`src/rtl/gcd_stein.sv`:
```
// gcd_stein: binary (Stein) GCD coprocessor, one shift/subtract step per cycle.
// Optional CALC-cycle counter output enabled by GCD_CYCLE_COUNT_EN.
module gcd_stein #(
  parameter int WIDTH = 8,
  parameter int KW    = $clog2(WIDTH + 1)
) (
  input  logic             CLK,
  input  logic             RST_N,
  input  logic [WIDTH-1:0] A,
  input  logic [WIDTH-1:0] B,
  input  logic             START,
  output logic             BUSY,
  output logic [WIDTH-1:0] Y,
  output logic             DONE,
  output logic             ERROR
`ifdef GCD_CYCLE_COUNT_EN
  ,
  output logic [$clog2(2*WIDTH+2)-1:0] CYCLES
`endif
);

  typedef enum logic [1:0] {
    S_IDLE,
    S_CALC,
    S_FINISH
  } state_t;

  state_t           r_state;
  state_t           w_state_nxt;
  logic [WIDTH-1:0] r_a;
  logic [WIDTH-1:0] r_b;
  logic [KW-1:0]    r_k;
  logic [WIDTH-1:0] w_a_nxt;
  logic [WIDTH-1:0] w_b_nxt;
  logic [KW-1:0]    w_k_nxt;
  logic [WIDTH-1:0] w_y_nxt;
  logic             w_err_nxt;
  logic [WIDTH-1:0] w_d_ab;
  logic [WIDTH-1:0] w_d_ba;
  logic             w_eq;
  logic             w_a_ev;
  logic             w_b_ev;
  logic             w_zero;
  logic             w_acc;

  assign w_eq   = (r_a == r_b);
  assign w_a_ev = ~r_a[0];
  assign w_b_ev = ~r_b[0];
  assign w_d_ab = r_a - r_b;
  assign w_d_ba = r_b - r_a;
  assign w_zero = (A == '0) || (B == '0);
  assign w_acc  = (r_state == S_IDLE) && START;

  // State register
  always_ff @(posedge CLK or negedge RST_N) begin
    if (!RST_N) r_state <= S_IDLE;
    else        r_state <= w_state_nxt;
  end

  // Next-state decode
  always_comb begin
    w_state_nxt = r_state;
    unique case (r_state)
      S_IDLE:   if (START) w_state_nxt = w_zero ? S_FINISH : S_CALC;
      S_CALC:   if (w_eq) w_state_nxt = S_FINISH;
      S_FINISH: w_state_nxt = S_IDLE;
      default:  w_state_nxt = S_IDLE;
    endcase
  end

  // Datapath next values: capture, Stein step, result
  always_comb begin
    w_a_nxt   = r_a;
    w_b_nxt   = r_b;
    w_k_nxt   = r_k;
    w_y_nxt   = Y;
    w_err_nxt = ERROR;
    unique case (r_state)
      S_IDLE: begin
        if (START) begin
          w_y_nxt   = '0;
          w_err_nxt = w_zero;
          if (!w_zero) begin
            w_a_nxt = A;
            w_b_nxt = B;
            w_k_nxt = '0;
          end
        end
      end
      S_CALC: begin
        if (w_eq) begin
          w_y_nxt = r_a << r_k;
        end else if (w_a_ev && w_b_ev) begin
          w_a_nxt = r_a >> 1;
          w_b_nxt = r_b >> 1;
          w_k_nxt = r_k + 1'b1;
        end else if (w_a_ev) begin
          w_a_nxt = r_a >> 1;
        end else if (w_b_ev) begin
          w_b_nxt = r_b >> 1;
        end else if (r_a > r_b) begin
          w_a_nxt = w_d_ab >> 1;
        end else begin
          w_b_nxt = w_d_ba >> 1;
        end
      end
      default: ;
    endcase
  end

  // Datapath and registered outputs
  always_ff @(posedge CLK or negedge RST_N) begin
    if (!RST_N) begin
      r_a   <= '0;
      r_b   <= '0;
      r_k   <= '0;
      Y     <= '0;
      ERROR <= 1'b0;
      BUSY  <= 1'b0;
      DONE  <= 1'b0;
    end else begin
      r_a   <= w_a_nxt;
      r_b   <= w_b_nxt;
      r_k   <= w_k_nxt;
      Y     <= w_y_nxt;
      ERROR <= w_err_nxt;
      BUSY  <= (w_state_nxt != S_IDLE);
      DONE  <= (w_state_nxt == S_FINISH);
    end
  end

`ifdef GCD_CYCLE_COUNT_EN
  logic [$clog2(2*WIDTH+2)-1:0] r_cyc;

  // CALC cycle counter, cleared on accept, frozen outside CALC
  always_ff @(posedge CLK or negedge RST_N) begin
    if (!RST_N)                 r_cyc <= '0;
    else if (w_acc)             r_cyc <= '0;
    else if (r_state == S_CALC) r_cyc <= r_cyc + 1'b1;
  end

  assign CYCLES = r_cyc;
`else
  logic w_unused;
  assign w_unused = w_acc;
`endif

endmodule

```
`config.mk`:
```
export PLATFORM = sky130hd
export DESIGN_NAME = gcd_stein
export DESIGN_NICKNAME = d
export VERILOG_FILES = /design/src/rtl/gcd_stein.sv
export SDC_FILE = /design/constraint.sdc
export NUM_CORES = 1
export LEC_CHECK = 0
export CAP_MARGIN = 5
export CORE_ASPECT_RATIO = 0.7
export CORE_UTILIZATION = 54
export CTS_CLUSTER_SIZE = 24
export DETAILED_ROUTE_END_ITERATION = 10
export GPL_TIMING_DRIVEN = 0
export HOLD_SLACK_MARGIN = 0.06
export PLACE_DENSITY = 0.77
export SKIP_LAST_GASP = 1
export SYNTH_ARGS = -nofsm -noshare
export SYNTH_HDL_FRONTEND = slang
export SYNTH_SLANG_ARGS = --single-unit
```
`constraint.sdc`:
```
create_clock -name CLK -period 3.1 [get_ports CLK]
set_input_delay 0.465 -clock CLK [delete_from_list [all_inputs] [get_ports CLK]]
set_output_delay 0.465 -clock CLK [all_outputs]
set_load 0.03 [all_outputs]
```
After elaboration in Yosys (flattened, before gate mapping)
Cells that the tools add are included.
W data, S select, Z words.
Word-level totals
  register bits: 33
  input bits: 19
Operators by class
  order comparisons: 1
  bitwise gates (word level): 2
  reductions and logical operators: 14
  eq/ne operators: 12
  shift operators: 1
  muxes and demuxes: 28
  $add $sub $neg: 3
Operators by type and width (number)
  $mux W8: 16
  $pmux W8 S2: 3
  $logic_not A8 Y1: 2
  $mux W4: 4
  $sub A8 B8 Y8: 2
  $ne A4 B4 Y1 const B: 3
  $reduce_and A6 Y1: 2
  $ne A2 B2 Y1 const B: 5
  $reduce_and A5 Y1: 2
  $eq A8 B8 Y1: 1
  $gt A8 B8 Y1: 1
  $pmux W4 S2: 1
  $shl A8 B4 Y8: 1
  $mux W2: 3
  $add A4 B1 Y4 const B: 1
  $pmux W2 S2: 1
  $reduce_and A4 Y1: 1
  $reduce_bool A2 Y1: 2
  $ne A3 B3 Y1 const B: 1
  $reduce_and A3 Y1: 1
  $eq A2 B1 Y1 const B: 1
  $eq A2 B2 Y1 const B: 1
  $logic_not A2 Y1: 1
  $not A1 Y1: 2
  3 further kinds: 3

Logic depth before layout (Yosys ltp)
  depth in word-level cells: 7
  gate-level depth with buffers: 11

Least setup slack after synthesis
OpenSTA, ideal clock, no wires.
  kind: reg-to-reg
  start point: reg r_a[0]
  end point: reg r_a[2]
  slack: 582 ps
  setup time: 127 ps
  data required time: 2973 ps
  cell stages (with the launch flop): 10
  buffers on the path: 1
  data arrival time: 2391 ps
  period minus slack after synthesis: 2518 ps
  path through: dfrtp_1 -> inv_1 -> ha_1 -> fa_1 -> nand2b_1 -> a21o_1 -> a211oi_1 -> o22ai_2 -> buf_4 -> mux2_1
Between the ends
  longest elaborated chain between the ends: 7
  elaborated cells between the ends (all ways): 15
  classes of those cells: add/sub (1); order compare (1); eq/ne (4); mux (6); bitwise (1); reduce/logical (2)
RTL lines
  start, declared: RTL line 30  | logic [WIDTH-1:0] r_a;
  start signal, assigned: RTL line 122  | r_a <= w_a_nxt;
  $sub A8 B8 Y8: RTL line 49  | assign w_d_ab = r_a - r_b;
  $mux W8: RTL line 101  | end else if (r_a > r_b) begin
  $mux W8: RTL line 99  | end else if (w_b_ev) begin
  $mux W8: RTL line 97  | end else if (w_a_ev) begin
  $mux W8: RTL line 93  | end else if (w_a_ev && w_b_ev) begin
  $mux W8: RTL line 91  | if (w_eq) begin
  $pmux W8 S2: RTL line 78  | unique case (r_state)
Parallel ways exist; a longest one is shown, timed or not. The select of a mux whose other input is x is not followed.
A chain may end at the register's enable or synchronous reset.

Worst setup path after layout
  start point: reg r_a[0]
  end point: reg r_a[3]
The elaborated chain is that of the path after synthesis.

==> results list <==
- Run status: complete, no violations
- Grouping stages by cell kind, the critical path spends the most delay in compound AO/OA/AOI/OAI gates.
- Relative area change from synthesis to final layout: 17.04%
- Count of buffering cells on the critical path with inverters included: 2
* Routed wire per std cell: approximately 17 um
- Entering global routing, the biggest net connects 34 pins.
* Worst slack at placement: about 0.21 ns
- The detailed router finished its first iteration with 199 violations.
* Worst path max stage delay: 0.50 ns
* Clock tree from TritonCTS: yes
- Finished Cell Area: 3119 um^2
* Clock sink count: 33
* Setup violators final: 0
- Largest fanout on the critical path: 10
- Number of hold-slack violations in the final timing report: 0
- Post-synthesis cell area: between 2000 and 3000 um^2
- The longest clock path from root to sink contains 2 buffers.
* Clock-pin slew reported for the worst setup and hold paths after clock tree synthesis: around 0.08 ns
- The via count of the first global-routing pass was about 2100.
* Avg Inst Size Synth: around 9 um^2
* Setup TNS: 0 ns
- IO buf count: 29
- Count of flip-flops with a built-in enable after synthesis: 0
- Number of optimization iterations in the first detailed-route pass: 5
* Share of the synthesized area in the top cell type: 0.3099
* Element type at the critical path start: register
- Synth Register Bits: 33
- Routability congestion estimate: 0.9896
- Final ANT Viol Nets: 0
- STA puts the critical path data required time at roughly 3.3 ns.
* HPWL after detailed placement: about 5200 um
* Number of antenna diodes: 0
- Highest achievable clock rate: around 0.34 GHz
* Total global routing overflow: 0
- Minimum clock period: 2.944 ns
- Setup slack on the worst reg-to-reg path comes out at approximately 0.16 ns.
* Worst setup skew after layout: between 0.006 and 0.007 ns
- Dividing the final minimum period by the clock period gives 0.9498.
- Measured along the y axis, the die boundary spans ~61 um.
- Share of cells above drive strength 1: 0.1173
- Headroom to the max-slew limit came out at 0.4980.
- Unrepaired setup endpoints after global routing: false
* Core box area: 4529 um^2
- The worst setup path is captured at a register.
* Horizontal die dimension: between 80 and 90 um
* Number of fillers in the final layout: 368
- The first global-routing pass estimated approximately 11000 um of wire.
- Post-Syn Instances: about 300
- The number of antenna violations at the first check in global routing was 0.
- Clk_lat worst skew: slightly below 0.3 ns
- The number of max-slew violations in the final report is 0.
* Critical setup path kind: register to register
- The number of gates resized after CTS was 0.
- Synthesized netlist net count: between 300 and 400
* Total number of vias: ~2500
- For the pin with the worst max-slew slack, the measured transition is 0.7530 ns.
- Final hold analysis gives a worst-case slack of between 0.2 and 0.25 ns.
- Seq/Total Area, Yosys: 0.3099
* Number of top-level design ports: 30
- Routed via count divided by cell count: between 6 and 7
- For this configuration, the core starts out at a cell density of 0.5884.
* Count of cell types in the netlist: 60
* Fin worst setup slack: ~0.16 ns
* Hold Crit Class: input port to asynchronous set/reset pin
- For this run, the number of Yosys warnings is 0.
* Total Die Area: 5225 um^2
- The tool flagged a number of max-cap violations equal to 0.
- The signal on the critical path passes through inv_1, ha_1, fa_1, nand2b_1, a21o_1, a211oi_1, o22ai_2, buf_4, mux2_1.
- The slowest stage of the critical path is the sky130_fd_sc_hd__dfrtp_1 cell.
* Total routing resource utilization after global routing: 0.2830
* Post-Place Cell Area: just over 3000 um^2
* Data arrival, critical path: 3.12 ns
- The H-tree generated during clock tree synthesis spans 2 levels.
* Most area-hungry cell type in the Yosys netlist: sky130_fd_sc_hd__dfrtp_1
* Cts bufs inserted: 5
- For this run, design rule violations remaining after detail routing come to 0.
- Clock tree synthesis selected as its root buffer the cell sky130_fd_sc_hd__clkbuf_8.
* Hold buffer count at cts: 0
* Final WL: approximately 6900 um
- Ranked by total cell area, the synthesized netlist is headed by sky130_fd_sc_hd__dfrtp_1, sky130_fd_sc_hd__ha_1, sky130_fd_sc_hd__nand2_1, sky130_fd_sc_hd__nor2_1, sky130_fd_sc_hd__o21ai_0.
* Post-CTS setup buffers: 0
- Commonest register cell after synthesis: sky130_fd_sc_hd__dfrtp_1
- Number of placement rows: 20
- After the last flow step, the layout net total stands at 380.
* Synth async-reset ratio: 1.000
[worst paths after layout]
check / start / to / depth (start not counted)
max: r_a[0]$_DFFE_PN0P_ / r_a[3]$_DFFE_PN0P_ / 9
min: RST_N / r_b[5]$_DFFE_PN0P_ / 1
max reg2reg: r_a[0]$_DFFE_PN0P_ / r_a[3]$_DFFE_PN0P_ / 9
min reg2reg: Y[5]$_DFFE_PN0P_ / Y[5]$_DFFE_PN0P_ / 2
max in group asynchronous: RST_N / r_b[0]$_DFFE_PN0P_ / 1
min in group CLK: Y[5]$_DFFE_PN0P_ / Y[5]$_DFFE_PN0P_ / 2
[synthesized netlist by cell type (all sizes together) (3+ instances only)]
| cell type | number |
|---|---|
| a22oi | 3 |
| a221oi | 7 |
| nand2 | 35 |
| buf | 11 |
| a211oi | 3 |
| a21oi | 16 |
| nor3b | 3 |
| nor2 | 31 |
| inv | 16 |
| clkbuf | 6 |
| xnor2 | 3 |
| nor4 | 4 |
| or3 | 3 |
| nor3 | 5 |
| a21o | 5 |
| o21ai | 22 |
| mux2 | 5 |
| o21a | 4 |
| a31oi | 4 |
| mux2i | 6 |
| nand3 | 3 |
| o31ai | 10 |
| ha | 19 |
| dfrtp | 33 |
| nor2b | 4 |
| o22ai | 4 |
| xor2 | 6 |
| nand2b | 10 |
[kinds of logic (layout without fill, tap and decap cells)]
family	after synthesis	in the layout	share of synthesized area
AO/OA/AOI/OAI	91	91	0.2380
adder cells (fa/ha/maj)	21	21	0.1042
buffers and inverters	33	70	0.06338
AND/OR/NAND/NOR	105	105	0.2014
XOR/XNOR	9	9	0.02958
multiplexers	12	12	0.05352
flip-flops	33	33	0.3099
[worst reg2reg max path, stage by stage, from the launching register on]
cell	delay [ns]
sky130_fd_sc_hd__dfrtp_1	0.50
sky130_fd_sc_hd__inv_1	0.22
sky130_fd_sc_hd__ha_1	0.28
sky130_fd_sc_hd__fa_1	0.41
sky130_fd_sc_hd__nand2b_1	0.19
sky130_fd_sc_hd__a21o_1	0.23
sky130_fd_sc_hd__a211oi_1	0.35
sky130_fd_sc_hd__o22ai_2	0.15
sky130_fd_sc_hd__buf_4	0.20
sky130_fd_sc_hd__mux2_1	0.31
[stage by stage]
step / cells / utilization
final: 407 / 0.6887
after global routing: 407 / 0.6887
after floorplan: 304 / -
after CTS: 407 / 0.6887
after global placement: 399 / 0.6707
after detailed placement: 399 / 0.6696
[cell usage in the layout, fill, tap and decap left out, drive strengths merged, types with 2 or more instances in the layout]
master,n
xnor2,3
nor3,5
o22ai,4
clkdlybuf4s50,28
mux2i,6
nand3b,2
mux2,5
nand3,3
or2,2
o211ai,2
o31a,2
buf,12
fa,2
inv,16
ha,19
clkinv,2
o21ai,22
xor2,6
nand2b,10
or3,3
o31ai,10
a22oi,3
a211oi,3
nand2,35
a221oi,7
clkbuf,11
nor2b,4
nor4,4
nor3b,3
o21a,4
a22o,2
a21o,5
a31oi,4
a21oi,16
dfrtp,33
nor2,31
[metal layers]
layer / share of wire / up-vias / global-route usage
li1: - / 1171 / -
met1: 0.49 / 1166 / 0.4340
met2: 0.40 / 120 / 0.4025
met3: 0.11 / 7 / 0.06803
met4: 0.0080 / 0 / 0.05714
met5: 0 / - / 0
[state kept, by name, indices dropped and copies added (netlist names)]
register	cells
DONE	1
r_state	2
ERROR	1
r_k	4
r_b	8
r_a	8
Y	8
BUSY	1
[cell type report]
| class | instances | area, um^2 | share of cell area |
|---|---|---|---|
| clock inverter | 3 | 17.52 | 0.005616 |
| tap | 66 | 82.58 | 0.02647 |
| inverter | 16 | 60.06 | 0.01925 |
| sequential | 33 | 825.8 | 0.2647 |
| clock buffer | 5 | 68.82 | 0.02206 |
| timing repair buffer | 29 | 285.3 | 0.09146 |
| buffer | 17 | 108.9 | 0.03490 |
| multi-input combinational | 238 | 1670 | 0.5355 |
Power is left out: the tool's default activity adds up to more than one toggle a clock period on the data nets, which glitch-free logic cannot reach.
